`config.mk`:
```
export PLATFORM = sky130hd
export DESIGN_NAME = instr_fetch
export DESIGN_NICKNAME = d
export VERILOG_FILES = /design/src/rtl/instr_fetch.sv
export SDC_FILE = /design/constraint.sdc
export NUM_CORES = 1
export LEC_CHECK = 0
export ABC_AREA = 1
export BUFFER_PORTS_ARGS = -buffer_cell sky130_fd_sc_hd__buf_2
export CORE_ASPECT_RATIO = 0.9
export CORE_UTILIZATION = 35
export DETAILED_ROUTE_END_ITERATION = 16
export MAX_ROUTING_LAYER = met4
export PLACE_DENSITY_LB_ADDON = 0.08
export SYNTH_ARGS = -nofsm -noshare
export SYNTH_HDL_FRONTEND = slang
export SYNTH_SLANG_ARGS = --single-unit
```
`constraint.sdc`:
```
create_clock -name clk -period 9.8 [get_ports clk]
set_input_delay 1.96 -clock clk [delete_from_list [all_inputs] [get_ports clk]]
set_output_delay 1.96 -clock clk [all_outputs]
set_load 0.02 [all_outputs]
```
`src/rtl/instr_fetch.sv`:
```
// rtl/instr_fetch.sv - instruction fetch unit: ROM handshake, two-word assembly, 2-entry buffer
module instr_fetch #(
  parameter logic [15:0] RESET_PC = 16'h0000
) (
  input  logic        clk,
  input  logic        rst,
  output logic        rom_cs,
  output logic [15:0] rom_addr,
  input  logic        rom_ready,
  input  logic [15:0] rom_data,
  output logic        instr_valid,
  output logic [15:0] instr_op,
  output logic [15:0] instr_operand,
  output logic [15:0] instr_pc,
  input  logic        instr_accept,
  input  logic        redirect,
  input  logic [15:0] redirect_pc
);

  localparam logic [1:0] S_IDLE    = 2'd0;
  localparam logic [1:0] S_REQ     = 2'd1;
  localparam logic [1:0] S_WAIT_LO = 2'd2;
  localparam logic [1:0] S_WAIT_HI = 2'd3;

  logic [1:0]  state_q, state_d;
  logic [15:0] pc_q, pc_d;
  logic        discard_q, discard_d;
  logic        have_op_q, have_op_d;
  logic [15:0] op_q, op_d, op_pc_q, op_pc_d;
  logic [1:0]  cnt_q, cnt_d;
  logic [15:0] e0_op_q, e0_op_d, e0_opnd_q, e0_opnd_d, e0_pc_q, e0_pc_d;
  logic [15:0] e1_op_q, e1_op_d, e1_opnd_q, e1_opnd_d, e1_pc_q, e1_pc_d;
  logic        rom_cs_q, rom_cs_d;
  logic [15:0] rom_addr_q, rom_addr_d;

  logic capture, drop, push, pop;

  // A word completing while a redirect is pending or arriving belongs to the old stream.
  assign capture = (state_q == S_WAIT_HI) && rom_ready;
  assign drop    = capture && (discard_q || redirect);
  assign push    = capture && !drop && have_op_q;
  assign pop     = (cnt_q != 2'd0) && instr_accept;

  always_comb begin
    cnt_d     = cnt_q;
    e0_op_d   = e0_op_q;
    e0_opnd_d = e0_opnd_q;
    e0_pc_d   = e0_pc_q;
    e1_op_d   = e1_op_q;
    e1_opnd_d = e1_opnd_q;
    e1_pc_d   = e1_pc_q;
    if (redirect) begin
      cnt_d = 2'd0;
    end else if (push && !pop) begin
      if (cnt_q == 2'd0) begin
        e0_op_d = op_q; e0_opnd_d = rom_data; e0_pc_d = op_pc_q;
      end else begin
        e1_op_d = op_q; e1_opnd_d = rom_data; e1_pc_d = op_pc_q;
      end
      cnt_d = cnt_q + 2'd1;
    end else if (pop && !push) begin
      e0_op_d = e1_op_q; e0_opnd_d = e1_opnd_q; e0_pc_d = e1_pc_q;
      cnt_d   = cnt_q - 2'd1;
    end else if (push && pop) begin
      if (cnt_q == 2'd1) begin
        e0_op_d = op_q; e0_opnd_d = rom_data; e0_pc_d = op_pc_q;
      end else begin
        e0_op_d = e1_op_q; e0_opnd_d = e1_opnd_q; e0_pc_d = e1_pc_q;
        e1_op_d = op_q; e1_opnd_d = rom_data; e1_pc_d = op_pc_q;
      end
    end
  end

  always_comb begin
    state_d   = state_q;
    pc_d      = pc_q;
    discard_d = discard_q;
    have_op_d = have_op_q;
    op_d      = op_q;
    op_pc_d   = op_pc_q;
    case (state_q)
      S_IDLE: begin
        if (cnt_q != 2'd2 && !redirect) state_d = S_REQ;
      end
      S_REQ: begin
        state_d = S_WAIT_LO;
        if (redirect) discard_d = 1'b1;
      end
      S_WAIT_LO: begin
        if (redirect) discard_d = 1'b1;
        if (!rom_ready) state_d = S_WAIT_HI;
      end
      default: begin
        if (redirect) discard_d = 1'b1;
        if (rom_ready) begin
          if (drop) begin
            discard_d = 1'b0;
            state_d   = S_REQ;
          end else begin
            pc_d = pc_q + 16'd1;
            if (!have_op_q) begin
              op_d      = rom_data;
              op_pc_d   = pc_q;
              have_op_d = 1'b1;
              state_d   = S_REQ;
            end else begin
              have_op_d = 1'b0;
              state_d   = (cnt_d != 2'd2) ? S_REQ : S_IDLE;
            end
          end
        end
      end
    endcase
    if (redirect) begin
      pc_d      = redirect_pc;
      have_op_d = 1'b0;
    end
  end

  // Address is only loaded when entering REQ, so it holds through the whole handshake.
  assign rom_cs_d   = (state_d == S_REQ);
  assign rom_addr_d = (state_d == S_REQ) ? pc_d : rom_addr_q;

  always_ff @(posedge clk or posedge rst) begin
    if (rst) begin
      state_q    <= S_IDLE;
      pc_q       <= RESET_PC;
      discard_q  <= 1'b0;
      have_op_q  <= 1'b0;
      op_q       <= 16'h0000;
      op_pc_q    <= 16'h0000;
      cnt_q      <= 2'd0;
      e0_op_q    <= 16'h0000;
      e0_opnd_q  <= 16'h0000;
      e0_pc_q    <= 16'h0000;
      e1_op_q    <= 16'h0000;
      e1_opnd_q  <= 16'h0000;
      e1_pc_q    <= 16'h0000;
      rom_cs_q   <= 1'b0;
      rom_addr_q <= 16'h0000;
    end else begin
      state_q    <= state_d;
      pc_q       <= pc_d;
      discard_q  <= discard_d;
      have_op_q  <= have_op_d;
      op_q       <= op_d;
      op_pc_q    <= op_pc_d;
      cnt_q      <= cnt_d;
      e0_op_q    <= e0_op_d;
      e0_opnd_q  <= e0_opnd_d;
      e0_pc_q    <= e0_pc_d;
      e1_op_q    <= e1_op_d;
      e1_opnd_q  <= e1_opnd_d;
      e1_pc_q    <= e1_pc_d;
      rom_cs_q   <= rom_cs_d;
      rom_addr_q <= rom_addr_d;
    end
  end

  assign rom_cs        = rom_cs_q;
  assign rom_addr      = rom_addr_q;
  assign instr_valid   = (cnt_q != 2'd0);
  assign instr_op      = e0_op_q;
  assign instr_operand = e0_opnd_q;
  assign instr_pc      = e0_pc_q;

endmodule

```
==> impl_metrics.csv <==
group,metric,value,unit
cts,cts_tree,"yes",
floorplanning,ios,103,
timing,fmax,223.9,MHz
floorplanning,core_area,20230,µm²
detailed_routing,num_vias,5594,
placement,port_buffers,102,
worst_setup_path,end_kind,"flop",
min_path,worstHoldStart,"rom_addr[6]",
worst_setup_path,cp-startpoint,"redirect",
synthesis,synthesis.area,7303,µm²
floorplanning,std_cell_rows,49,
timing,period_needed,4.467,ns
finish,drive_gt1_share,21.88,%
cts,cts_buffers,17,
cts,holdBufCountCts,0,
synthesis,synth.distinct_cells,30,
power,power_density,293.0,nW/µm²
grt,grt_pass1_vias,5486,
timing,finalCritPeriodShare,45.58,%
synthesis,synth_cells,787,
cts,insertion_delay,0.42,ns
placement,gp_congestion,0.7779,
finish,seq_area,4179,µm²
timing,slew_headroom,28.15,%
worst_setup_path,critical_path_class,"input pin to flop",
finish,antennaDiodeCount,0,
finish,finalNetCount,914,
worst_setup_path,startpoint_type,"input pin",
cts,clk_path_buf_depth,2,
grt,grt_pass1_wl,28460,µm
detailed_routing,dr.pass1.iters,5,
cts,path_clk_slew,0.06,ns
synthesis,synth_seq_cells,167,
min_path,hp-class,"flop to flop",
synthesis,syn_nets,832,
detailed_routing,ant_nets,0,
synthesis,yosysWarnings,0,
job,cap_violations,0,
worst_setup_path,worstPathMaxFanout,49,
grt,grt_usage,17.16,%
outcome,status,"completed",
cts,cts_repair_resize_count,0,
finish,finalInstanceArea,8622,µm²
timing,tightestPinTransition,1.074,ns
grt,antenna_found_initial,0,
detailed_routing,routed_wl,16950,µm
synthesis,synth.avg_cell_area,9.280,µm²
cts,cts.sinks,167,
cts,h-tree-depth,4,
timing,rsz0062_at_grt,"no",
floorplanning,start_util,36.10,%
detailed_routing,post_drt_wl_per_cell,14.91,µm
worst_setup_path,slowest_stage,"nand2_2",
worst_setup_path,crit_required,10.04,ns
timing,skew,0.01110,ns
synthesis,netlist.area_leader.share,57.22,%
detailed_routing,vias_per_cell,4.920,
grt,grt_overflow,0,
worst_setup_path,r2r-start,"cnt_q[0]",
floorplanning,die_height,139.0,µm
worst_setup_path,critPathArrivalTime,4.71,ns
synthesis,synth_largest_area_cell,"dfrtp_1",
worst_setup_path,critPathMostFrequentCell,"nand2_2",
timing,hold_violations,0,
finish,fill_cells,1985,
synthesis,seq_area_frac_synth,57.22,%
worst_setup_path,slowest_delay,0.92,ns
cts,cts_setup_buffers,0,
detailed_routing,post-route-drc-count,0,
timing,fin_setup_tns,0,ns
power,power_leakage,4.185,nW
timing,setup-violations-final,0,
floorplanning,die_width,154.3,µm
finish,multi_input_area,2733,µm²
floorplanning,die_area,21450,µm²
power,ir_drop,0.1745,mV
placement,dp_hpwl,10770,µm
timing,final_max_slew_viol_count,0,
detailed_routing,drt_iter0_markers,348,
placement,place_area,7994,µm²
synthesis,synth_area_leaders,"dfrtp_1 (57%), nand2_1 (9.6%), nand3_1 (6.0%), mux2_2 (5.1%), a31oi_1 (4.2%)",
worst_setup_path,crit_chain,"buf_2 > nor2_2 > nand3_2 > nand2_2 > nand2_2 > nand2_1 > a31oi_1",
grt,grt_max_degree,97,
finish,area_growth,18.06,%
cts,clock_tree.root_cell,"clkbuf_16",
==> synth_stat cells, drive strengths merged <==
cell type,instances
nand2,193
dfrtp,167
nand3,91
nor2,61
o21ai,59
inv,57
a31oi,49
mux2,33
clkbuf,22
buf,21
a21oi,9
ha,8
nand4,7
nor3,4
xor2,2
clkinv,1
nand3b,1
nor4,1
o211ai,1
==> metal layers <==
| metal | global-route usage (%) | routed length, µm |
|---|---|---|
| met1 | 23.58 | 8585 |
| met2 | 25.91 | 7631 |
| met3 | 3.500 | 602 |
| met4 | 4.325 | 127 |
| met5 | - | 0 |
==> placed cells by master (no fill, tap or decap), types with 6 or more instances in the layout <==
cell and count:
clkbuf_16 17, buf_2 102, o21ai_0 55, nand2_1 184, dfrtp_1 167, ha_1 8, mux2_2 33, nand4_1 7
a31oi_1 49, inv_1 55, a21oi_1 8, nand2_2 6, nand3_1 88, nor2_1 55
==> metrics by stage <==
step	setup WS [ns]	hold slack (ns)	power [mW]	std cells	util, %
after floorplan	3.322	0.4534	1.583	787	-
after global placement	4.856	0.4542	1.831	1105	39.51
after detailed placement	4.836	0.4579	1.848	1105	39.51
after CTS	5.284	0.4752	2.567	1137	42.62
after global routing	5.026	0.5010	2.698	1137	42.62
final	5.333	0.4683	2.526	1137	42.62
==> worst max-delay path, delay by kind of cell <==
kind                   cells  cell delay [ns]
AO/OA/AOI/OAI              1             0.12
buffers and inverters      1             0.25
AND/OR/NAND/NOR            5             2.36
==> report_power, final <==
group          internal [mW]  total (mW)  switching [mW]
clock                  0.426       0.707           0.281
combinational          0.254       0.777           0.523
sequential             0.903        1.04           0.139
total                   1.58        2.53           0.944
==> kinds of logic (layout without fill, tap and decap cells) <==
kind of cell | after synthesis | in the layout | synth area share [%]
flip-flops | 167 | 167 | 57.22
AO/OA/AOI/OAI | 118 | 118 | 9.080
buffers and inverters | 101 | 196 | 5.654
multiplexers | 33 | 33 | 5.088
AND/OR/NAND/NOR | 358 | 358 | 21.35
XOR/XNOR | 2 | 2 | 0.2399
adder cells (fa/ha/maj) | 8 | 8 | 1.371
==> layout make-up <==
class                           instances  area share [%]
Clock buffer                           20           5.413
Clock inverter                         12           1.872
Inverter                               58           2.583
Multi-Input combinational cell        519           31.69
Sequential cell                       167           48.47
Tap cell                              255           3.700
Timing Repair Buffer                  106           6.269
==> final timing paths <==
kind	to	slack [ns]	cells past startpoint
min in group asynchronous	state_q[0]	1.66	2
hold / removal	rom_addr[6]	0.47	2
setup reg to reg	instr_operand[9]	6.48	9
setup / recovery	instr_operand[9]	5.33	7
max in group asynchronous	pc_q[6]	6.54	3
hold reg to reg	rom_addr[6]	0.47	2
No activity file was read; power rests on OpenSTA's default activity.
